===== config.mk =====
export PLATFORM = sky130hd
export DESIGN_NAME = seq_detector
export DESIGN_NICKNAME = d
export VERILOG_FILES = /design/src/rtl/seq_detector_pkg.sv /design/src/rtl/seq_detector.sv
export SDC_FILE = /design/constraint.sdc
export NUM_CORES = 1
export LEC_CHECK = 0
export ABC_AREA = 1
export ABC_CLOCK_PERIOD_IN_PS = 2000
export CAP_MARGIN = 25
export CELL_PAD_IN_SITES_DETAIL_PLACEMENT = 1
export CELL_PAD_IN_SITES_GLOBAL_PLACEMENT = 2
export CORE_AREA = 2 2 39 41
export DETAILED_ROUTE_END_ITERATION = 6
export DIE_AREA = 0 0 41 43
export PLACE_DENSITY = 0.37
export SKIP_CTS_REPAIR_TIMING = 1
export SLEW_MARGIN = 40
export SYNTH_ARGS = -nofsm -noshare
export SYNTH_HDL_FRONTEND = slang
export SYNTH_SLANG_ARGS = --single-unit

===== constraint.sdc =====
create_clock -name clk -period 2 [get_ports clk]
set_input_delay 0.3 -clock clk [delete_from_list [all_inputs] [get_ports clk]]
set_output_delay 0.3 -clock clk [all_outputs]
set_load 0.05 [all_outputs]

===== src/rtl/seq_detector_pkg.sv =====
// Shared encodings for the serial "1011" pattern detector.
// State values are the binary codes held in the detector's state register.
package seq_detector_pkg;

  typedef enum logic [2:0] {
    IDLE  = 3'd0,
    S1    = 3'd1,
    S10   = 3'd2,
    S101  = 3'd3,
    S1011 = 3'd4
  } state_e;

  // First bit received is the MSB.
  localparam logic [3:0] PATTERN = 4'b1011;

endpackage


===== src/rtl/seq_detector.sv =====
// Moore detector for the overlapping serial pattern 1-0-1-1.
// state | meaning
// IDLE  | no useful prefix seen
// S1    | last bit "1"
// S10   | last bits "10"
// S101  | last bits "101"
// S1011 | full pattern seen, out high
module seq_detector
  import seq_detector_pkg::*;
#(
  parameter int STATE_WIDTH = 4
) (
  input  logic clk,
  input  logic rst_n,
  input  logic seq_in,
  output logic out
);

  if (STATE_WIDTH < 3) begin : g_width_too_small
    $error("seq_detector: STATE_WIDTH must be at least 3");
  end
  if (STATE_WIDTH > 8) begin : g_width_too_large
    $error("seq_detector: STATE_WIDTH must be at most 8");
  end

  localparam logic [STATE_WIDTH-1:0] ST_IDLE  = STATE_WIDTH'(IDLE);
  localparam logic [STATE_WIDTH-1:0] ST_S1    = STATE_WIDTH'(S1);
  localparam logic [STATE_WIDTH-1:0] ST_S10   = STATE_WIDTH'(S10);
  localparam logic [STATE_WIDTH-1:0] ST_S101  = STATE_WIDTH'(S101);
  localparam logic [STATE_WIDTH-1:0] ST_S1011 = STATE_WIDTH'(S1011);

  logic [STATE_WIDTH-1:0] state_q;
  logic [STATE_WIDTH-1:0] state_d;
  logic                   bit_one;

  // X or Z on seq_in falls into the else path and is treated as 0.
  always_comb begin
    bit_one = 1'b0;
    if (seq_in == 1'b1) begin
      bit_one = 1'b1;
    end
  end

  // rst_n is active-high despite its name.
  always_ff @(posedge clk) begin
    if (rst_n) begin
      state_q <= ST_IDLE;
    end else begin
      state_q <= state_d;
    end
  end

  always_comb begin
    state_d = ST_IDLE;
    case (state_q)
      ST_IDLE:  state_d = bit_one ? ST_S1    : ST_IDLE;
      ST_S1:    state_d = bit_one ? ST_S1    : ST_S10;
      ST_S10:   state_d = bit_one ? ST_S101  : ST_IDLE;
      ST_S101:  state_d = bit_one ? ST_S1011 : ST_S10;
      ST_S1011: state_d = bit_one ? ST_S1    : ST_S10;
      default:  state_d = ST_IDLE;
    endcase
  end

  assign out = (state_q == ST_S1011);

endmodule


==> results of run 1 <==
logic make-up (layout without fill, tap and decap cells):
logic type,count (synthesis),count (layout),share of synthesized area (%)
DFF,3,3,42.9
and+or+nand+nor,9,9,33.0
buffers and inverters,3,10,8.04
AOI/OAI and AO/OA,3,3,16.1
metal layers:
| metal | up-vias | global-route usage [%] | share of wire, % |
|---|---|---|---|
| met5 | - | 0 | 0 |
| met4 | 0 | 6.00 | 0 |
| met3 | 0 | 1.57 | 2.5 |
| met2 | 1 | 5.94 | 55 |
| met1 | 53 | 4.15 | 42 |
| li1 | 69 | - | - |
layout make-up:
cell class	count	area [um2]
clock buffers	4	26.3
fillers	171	1170
inverters	3	11.3
multi-input cells	12	68.8
flip-flops and latches	3	60.1
well taps	16	20.0
repair buffers	3	27.5
worst min path at each step:
stage	endpoint	from	slack [ns]
floorplan	state_q[1]	seq_in	0.45
global placement	state_q[2]	state_q[2]	0.52
detailed placement	state_q[2]	state_q[2]	0.52
CTS	state_q[2]	state_q[2]	0.52
global route	state_q[2]	state_q[2]	0.54
finish	state_q[2]	state_q[2]	0.52
worst max-delay path: cells and delay by family, from the launching register on:
kind	cells	cell delay [ns]
simple gates	1	0.21
buf+inv	1	0.23
flops	1	0.40
report_power, final:
part           internal (mW)  leakage, nW  switching (mW)
clock                 0.0746       0.0150          0.0290
sequential            0.0628       0.0246         0.00315
combinational        0.00692       0.0487         0.00624
cells in the final DEF (no fill, tap or decap):
master	instances
dfxtp_1	3
buf_4	1
clkbuf_4	3
clkinv_1	1
clkdlybuf4s50_1	2
nor3b_1	1
nor2_2	1
inv_1	2
o21ai_1	1
nor3_2	1
o21ai_2	1
nor2_1	1
nand2_1	5
clkbuf_1	1
a21oi_2	1
==> run metrics, run 1 <==
Area Overhead vs Synth 52.7%; crit-path max cell delay 0.40 ns; number of clock buffers inserted by TritonCTS 3; # DRC 0; ys flop type dfxtp_1; Yosys warning total 0; Post-Syn Area per Cell 7.79 um2; Worst VDD drop 0.169 mV; GRT overflow 0; largest net degree at the start of global routing 5; Hold WC Path Type reg -> reg; critical path cell sequence nor3b_1 -> buf_4; core area 0.00138 mm2; Relative slew margins 87.9%; CP Launch Type register; Ant. Diodes 0; Power Density 854 mW/mm2; start point of the critical path state_q[2]; Max Slew Vio Count 0; worst r2r src state_q[0]; clk sinks 3; Min Hold Slack 0.518 ns; first-pass GRT wire length 469 um; Pre-Repair DR Iteration Count 1; # rows 14; Total Routed Length 277 um; final non-filler cell total 41; Die Y 43 um; Post-synth ARST share 0%; skew final 0.000537 ns; Max Clk Rate 735 MHz; crit path max-delay cell type dfxtp_1; number of global-route vias before repair 141; reg2reg path depth 4; required time of the critical path 1.70 ns; Post-Place Worst Slack 0.829 ns; Clock transition at path regs 0.03 ns; critical setup path kind reg -> out; Total GRT Usage 4.41%; EDFF count, synth 0; critical path endpoint out; Clock Path Buffers 2; R2R Path End state_q[1]; synthesized instance count 18; Regs by FF count state_q x3; post-synthesis cell type count 11; status finished, final reports clean; Final Wtd Congestion 0.604; largest cells by area after synthesis dfxtp_1, nand2_1, nor3_2, a21oi_2, o21ai_2; Pleak 0.0883 nW; via/cell ratio 3.00; PortBufs 3; Final setup viols 0; Syn Std Cell Area 140 um2; Routed wire per std cell 6.76 um; worst-margin pin slew 0.182 ns; Setup TNS Final 0 ns; TritonCTS clock tree done; die area 0.00176 mm2; syn nets 21; cell area after layout 214 um2; period utilization 68.1%; Max FO, Critical Path 4; post-synthesis sequential area ratio 42.9%; final core area utilization 15.5%; Worst Setup End Kind output port; cell taking the most area after synthesis dfxtp_1; critical path arrival 1.06 ns; number of antenna-violating nets in the routed design 0; Cell Area, Placed 188 um2; Iteration-0 DRC Markers 0; top cell type's share of synthesized area 42.9%; Die Wd 41 um; layout cell share with drive strength beyond 1 32.0%; NumNets Final 29; RSZ-0062 raised after global routing false; largest reg by FF count state_q; most common cell in the netlist nand2_1; DP Wirelength 227 um; R2R Setup Slk 1.22 ns; vias after detailed routing 123; CTS H-tree depth 1; synth cell count leaders nand2_1, dfxtp_1, inv_1; Hold Crit Depth 1; I/O pin count 4; CTS root buf clkbuf_4; setup slack after layout 0.639 ns; max-cap viol count 0; total power 183 uW; Initial Util 10.1%; post-route minimum period 1.36 ns; max reg flops 3; Synth Register Bits 3; antenna violations before repair 0; final hold viol count 0; DP Cell Count 37; clk_lat worst skew 0.23 ns
No activity file was read; power rests on OpenSTA's default activity.
==> inputs of run 2 (changes only) <==
- ABC_CLOCK_PERIOD_IN_PS: 2000 -> 1400
- clock period: 2 -> 1.4 ns (I/O delays scaled with it)
==> run metrics, run 2 (synthesized netlist as in run 1, its figures left out) <==
status finished, final reports clean; max-cap viol count 0 (unchanged); die area 0.00176 mm2 (unchanged); PortBufs 3 (unchanged); Total Routed Length 298 um (+7.6%); Power Density 1140 mW/mm2 (+34%); crit-path max cell delay 0.40 ns (about the same); post-route minimum period 1.28 ns; most frequent cells in the layout nand2_1, clkbuf_4, dfxtp_1, inv_1, clkdlybuf4s50_1; vias after detailed routing 131 (+6.5%); via/cell ratio 3.20 (+6.5%); Die Wd 41 um (unchanged); required time of the critical path 1.19 ns (-0.51 ns); critical path cell sequence nor3b_2 -> buf_12; TritonCTS clock tree done; Setup TNS Final 0 ns (unchanged); Clock Path Buffers 2 (unchanged); Pre-Repair DR Iteration Count 1 (unchanged); CTS H-tree depth 1 (unchanged); Worst Setup End Kind output port; Iteration-0 DRC Markers 0 (unchanged); # DRC 0 (unchanged); fill count 166 (-2.9%); number of antenna-violating nets in the routed design 0 (unchanged); clk_lat worst skew 0.23 ns (about the same); met1 GRT Util 4.81% (+0.65 points); first-pass GRT wire length 572 um (+22%); Initial Util 10.1% (unchanged); antenna violations before repair 0 (unchanged); # rows 14 (unchanged); Hold WC Path Type reg -> reg; grt peak-use layer met4; worst-margin pin slew 0.224 ns (+0.0424 ns); Max Clk Rate 779 MHz; number of global-route vias before repair 139 (-1.4%); Ant. Diodes 0 (unchanged); critical setup path kind reg -> out; Final setup viols 0 (unchanged); setup slack after layout 0.117 ns (-0.522 ns); Max Slew Vio Count 0 (unchanged); Buffers & Inverters on Critical Path 1 (unchanged); Die Y 43 um (unchanged); core area 0.00138 mm2 (unchanged); number of clock buffers inserted by TritonCTS 3 (unchanged); final hold viol count 0 (unchanged); Total GRT Usage 5.62% (+1.2 points); largest reg by FF count state_q; Routed wire per std cell 7.27 um (+7.6%); I/O pin count 4 (unchanged); RSZ-0062 raised after global routing false; Area Overhead vs Synth 65.2%; grt met3 use 3.14% (+1.6 points); clk sinks 3 (unchanged); commonest non-fill, non-tap cell in the layout nand2_1; Post-Place Worst Slack 0.321 ns (-0.508 ns); Clock transition at path regs 0.03 ns (about the same); critical path arrival 1.07 ns (about the same); max reg flops 3 (unchanged); Final Wtd Congestion 0.589 (-2.5%); Worst VDD drop 0.373 mV (+120%); skew final 0.00605 ns (+0.00552 ns); Pleak 0.0942 nW (+6.6%); total power 265 uW (+45%); routing usage on met2 7.19% (+1.2 points); layout cell share with drive strength beyond 1 36.0% (+4.0 points); Max FO, Critical Path 4 (unchanged); largest net degree at the start of global routing 5 (unchanged); Top delay family on crit path flip-flops; DP Wirelength 246 um (+8.4%); period utilization 91.6%; CP Launch Type register; NumNets Final 29 (unchanged); GRT overflow 0 (unchanged); Regs by FF count state_q x3; crit path max-delay cell type dfxtp_1; Relative slew margins 85.0% (-2.9 points); CTS root buf clkbuf_4
==> run 2: cell counts in the layout (fill, tap and decap cells not counted) <==
No cell type changed its count.
==> run 2: layout make-up <==
cell class,count,area (um2),area share [%]
clock buffer,4,26.3,11.4
inverter,3,11.3,4.86
multi-input combinational,12,73.8,31.9
sequential,3,60.1,25.9
tap,16,20.0,8.65
timing repair buffer,3,40.0,17.3
==> run 2: final timing paths <==
path	from	to	slack, ns	depth (start not counted)
max	state_q[2]	out	0.12	2
min	state_q[2]	state_q[2]	0.52	1
max reg2reg	state_q[0]	state_q[1]	0.59	4
min reg2reg	state_q[2]	state_q[2]	0.52	1
==> run 2: layer usage <==
metal / share of wire, % / vias to the layer above
met1: 39 / 60
met2: 58 / 1
met4: 0 / 0
met3: 2.7 / 0
li1: - / 70
met5: 0 / -
==> run 2: stage by stage <==
stage                     util (%)  area, um2  hold WS [ns]  cells
after floorplan                  -        145         0.363     18
after CTS                     16.7        231         0.518     41
after global routing          16.7        231         0.537     41
final                         16.7        231         0.518     41
after detailed placement      14.8        205         0.509     37
after global placement        14.8        205         0.507     37
==> run 2: power breakdown <==
group	internal (mW)	switching, mW
sequential	0.0896	0.00495
clock	0.107	0.0439
combinational	0.0103	0.00914
total	0.207	0.0580
==> inputs of run 3 (changes only) <==
- CORE_AREA: 2 2 39 41 -> 10 10 47 49
- CTS_BUF_LIST: default -> sky130_fd_sc_hd__clkbuf_4
- DIE_AREA: 0 0 41 43 -> 0 0 57 59
- HOLD_SLACK_MARGIN: default -> 0.02
==> run metrics, run 3 (synthesized netlist as in run 1, its figures left out) <==
number of global-route vias before repair 144 (+3.6%); R2R Setup Slk 0.60 ns (about the same); CP Launch Type register; Max Slew Vio Count 0 (unchanged); largest net degree at the start of global routing 5 (unchanged); status finished, final reports clean; Die Wd 57 um (+39%); clk sinks 3 (unchanged); Pre-Repair DR Iteration Count 2 (+1); Final Wtd Congestion 0.634 (+7.6%); Initial Util 10.0% (-0.13 points); NumNets Final 29 (unchanged); total power 280 uW (+5.8%); RSZ-0062 raised after global routing false; largest reg by FF count state_q; required time of the critical path 1.19 ns (about the same); Regs by FF count state_q x3; period utilization 90.8% (-0.80 points); Routed wire per std cell 8.56 um (+18%); I/O pin count 4 (unchanged); Setup TNS Final 0 ns (unchanged); Worst Hold End state_q[2]; skew final 0.00118 ns (-0.00487 ns); via/cell ratio 3.27 (+2.3%); Hold WC Path Type reg -> reg; number of antenna-violating nets in the routed design 0 (unchanged); critical path arrival 1.06 ns (about the same); core area 0.00140 mm2 (+1.3%); vias after detailed routing 134 (+2.3%); Power Density 1190 mW/mm2 (+4.2%); Worst Hold Launch state_q[2]; PortBufs 3 (unchanged); Worst VDD drop 0.330 mV (-12%); critical setup path kind reg -> out; worst r2r src state_q[0]; Min Hold Slack 0.507 ns (-0.0111 ns); antenna violations before repair 0 (unchanged); Relative slew margins 85.1% (+0.16 points); commonest non-fill, non-tap cell in the layout nand2_1; Iteration-0 DRC Markers 2 (+2); Die Y 59 um (+37%); Clock transition at path regs 0.04 ns (about the same); cell area after layout 235 um2 (+1.6%); die area 0.00336 mm2 (+91%); Total GRT Usage 2.67% (-2.9 points); CTS root buf clkbuf_4; worst-margin pin slew 0.222 ns (-0.00241 ns); most frequent cells in the layout nand2_1, clkbuf_4, dfxtp_1, inv_1, clkdlybuf4s50_1; R2R Path End state_q[1]; Max Clk Rate 786 MHz (+0.88%); final non-filler cell total 41 (unchanged); number of clock buffers inserted by TritonCTS 3 (unchanged); Pleak 0.0976 nW (+3.6%); TritonCTS clock tree done; Total Routed Length 351 um (+18%); max reg flops 3 (unchanged); GRT overflow 0 (unchanged); first-pass GRT wire length 627 um (+9.6%); reg2reg path depth 4 (unchanged); final core area utilization 16.8% (+0.059 points); layout cell share with drive strength beyond 1 40.0% (+4.0 points); Max FO, Critical Path 4 (unchanged); # DRC 0 (unchanged); Post-Place Worst Slack 0.315 ns (-0.00634 ns); Clock Path Buffers 2 (unchanged); Cell Area, Placed 205 um2 (unchanged); Final setup viols 0 (unchanged); Area Overhead vs Synth 67.9%; CTS H-tree depth 1 (unchanged); max-cap viol count 0 (unchanged); # rows 14 (unchanged); Ant. Diodes 0 (unchanged); DP Wirelength 303 um (+23%); setup slack after layout 0.128 ns (+0.0112 ns); Worst Setup End Kind output port; fill count 174 (+4.8%); DP Cell Count 37 (unchanged); clk_lat worst skew 0.23 ns (about the same); post-route minimum period 1.27 ns (-0.0112 ns); final hold viol count 0 (unchanged); Hold Crit Depth 1 (unchanged)
==> run 3: cell types whose count changed in the layout (fill, tap and decap cells not counted) <==
| cell | change |
|---|---|
| clkbuf_4 | +1 |
| clkbuf_1 | -1 |
==> run 3: layout make-up <==
cell class | instances | area [um2] | share of cell area (%)
Multi-Input combinational cell | 12 | 73.8 | 31.4
Sequential cell | 3 | 60.1 | 25.5
Timing Repair Buffer | 3 | 40.0 | 17.0
Clock buffer | 4 | 30.0 | 12.8
Tap cell | 16 | 20.0 | 8.51
Inverter | 3 | 11.3 | 4.79
==> run 3: per-layer routing <==
layer	share of wire, %	vias to the layer above	GRT usage [%]
met5	0	-	0
met4	0	0	4.03
met3	3.7	0	1.29
met2	56	2	3.57
met1	40	62	2.47
li1	-	70	-
==> run 3: worst max-delay path: stages (launching register included) <==
cell and delay, ns:
dfxtp_1 0.39, nor3b_2 0.27, buf_12 0.17
==> run 3: where the power goes <==
part	internal, mW	total (mW)	switching (mW)
registers	0.0897	0.0946	0.00493
logic	0.0103	0.0198	0.00947
clock network	0.126	0.166	0.0400
==> run 3: worst max path at each step <==
stage	startpoint	endpoint	slack (ns)	depth (start not counted)
detailed placement	seq_in	state_q[1]	0.31	4
floorplan	state_q[2]	out	0.12	1
CTS	state_q[2]	out	0.11	2
global placement	seq_in	state_q[1]	0.33	4
finish	state_q[2]	out	0.13	2
global route	state_q[2]	out	0.07	2
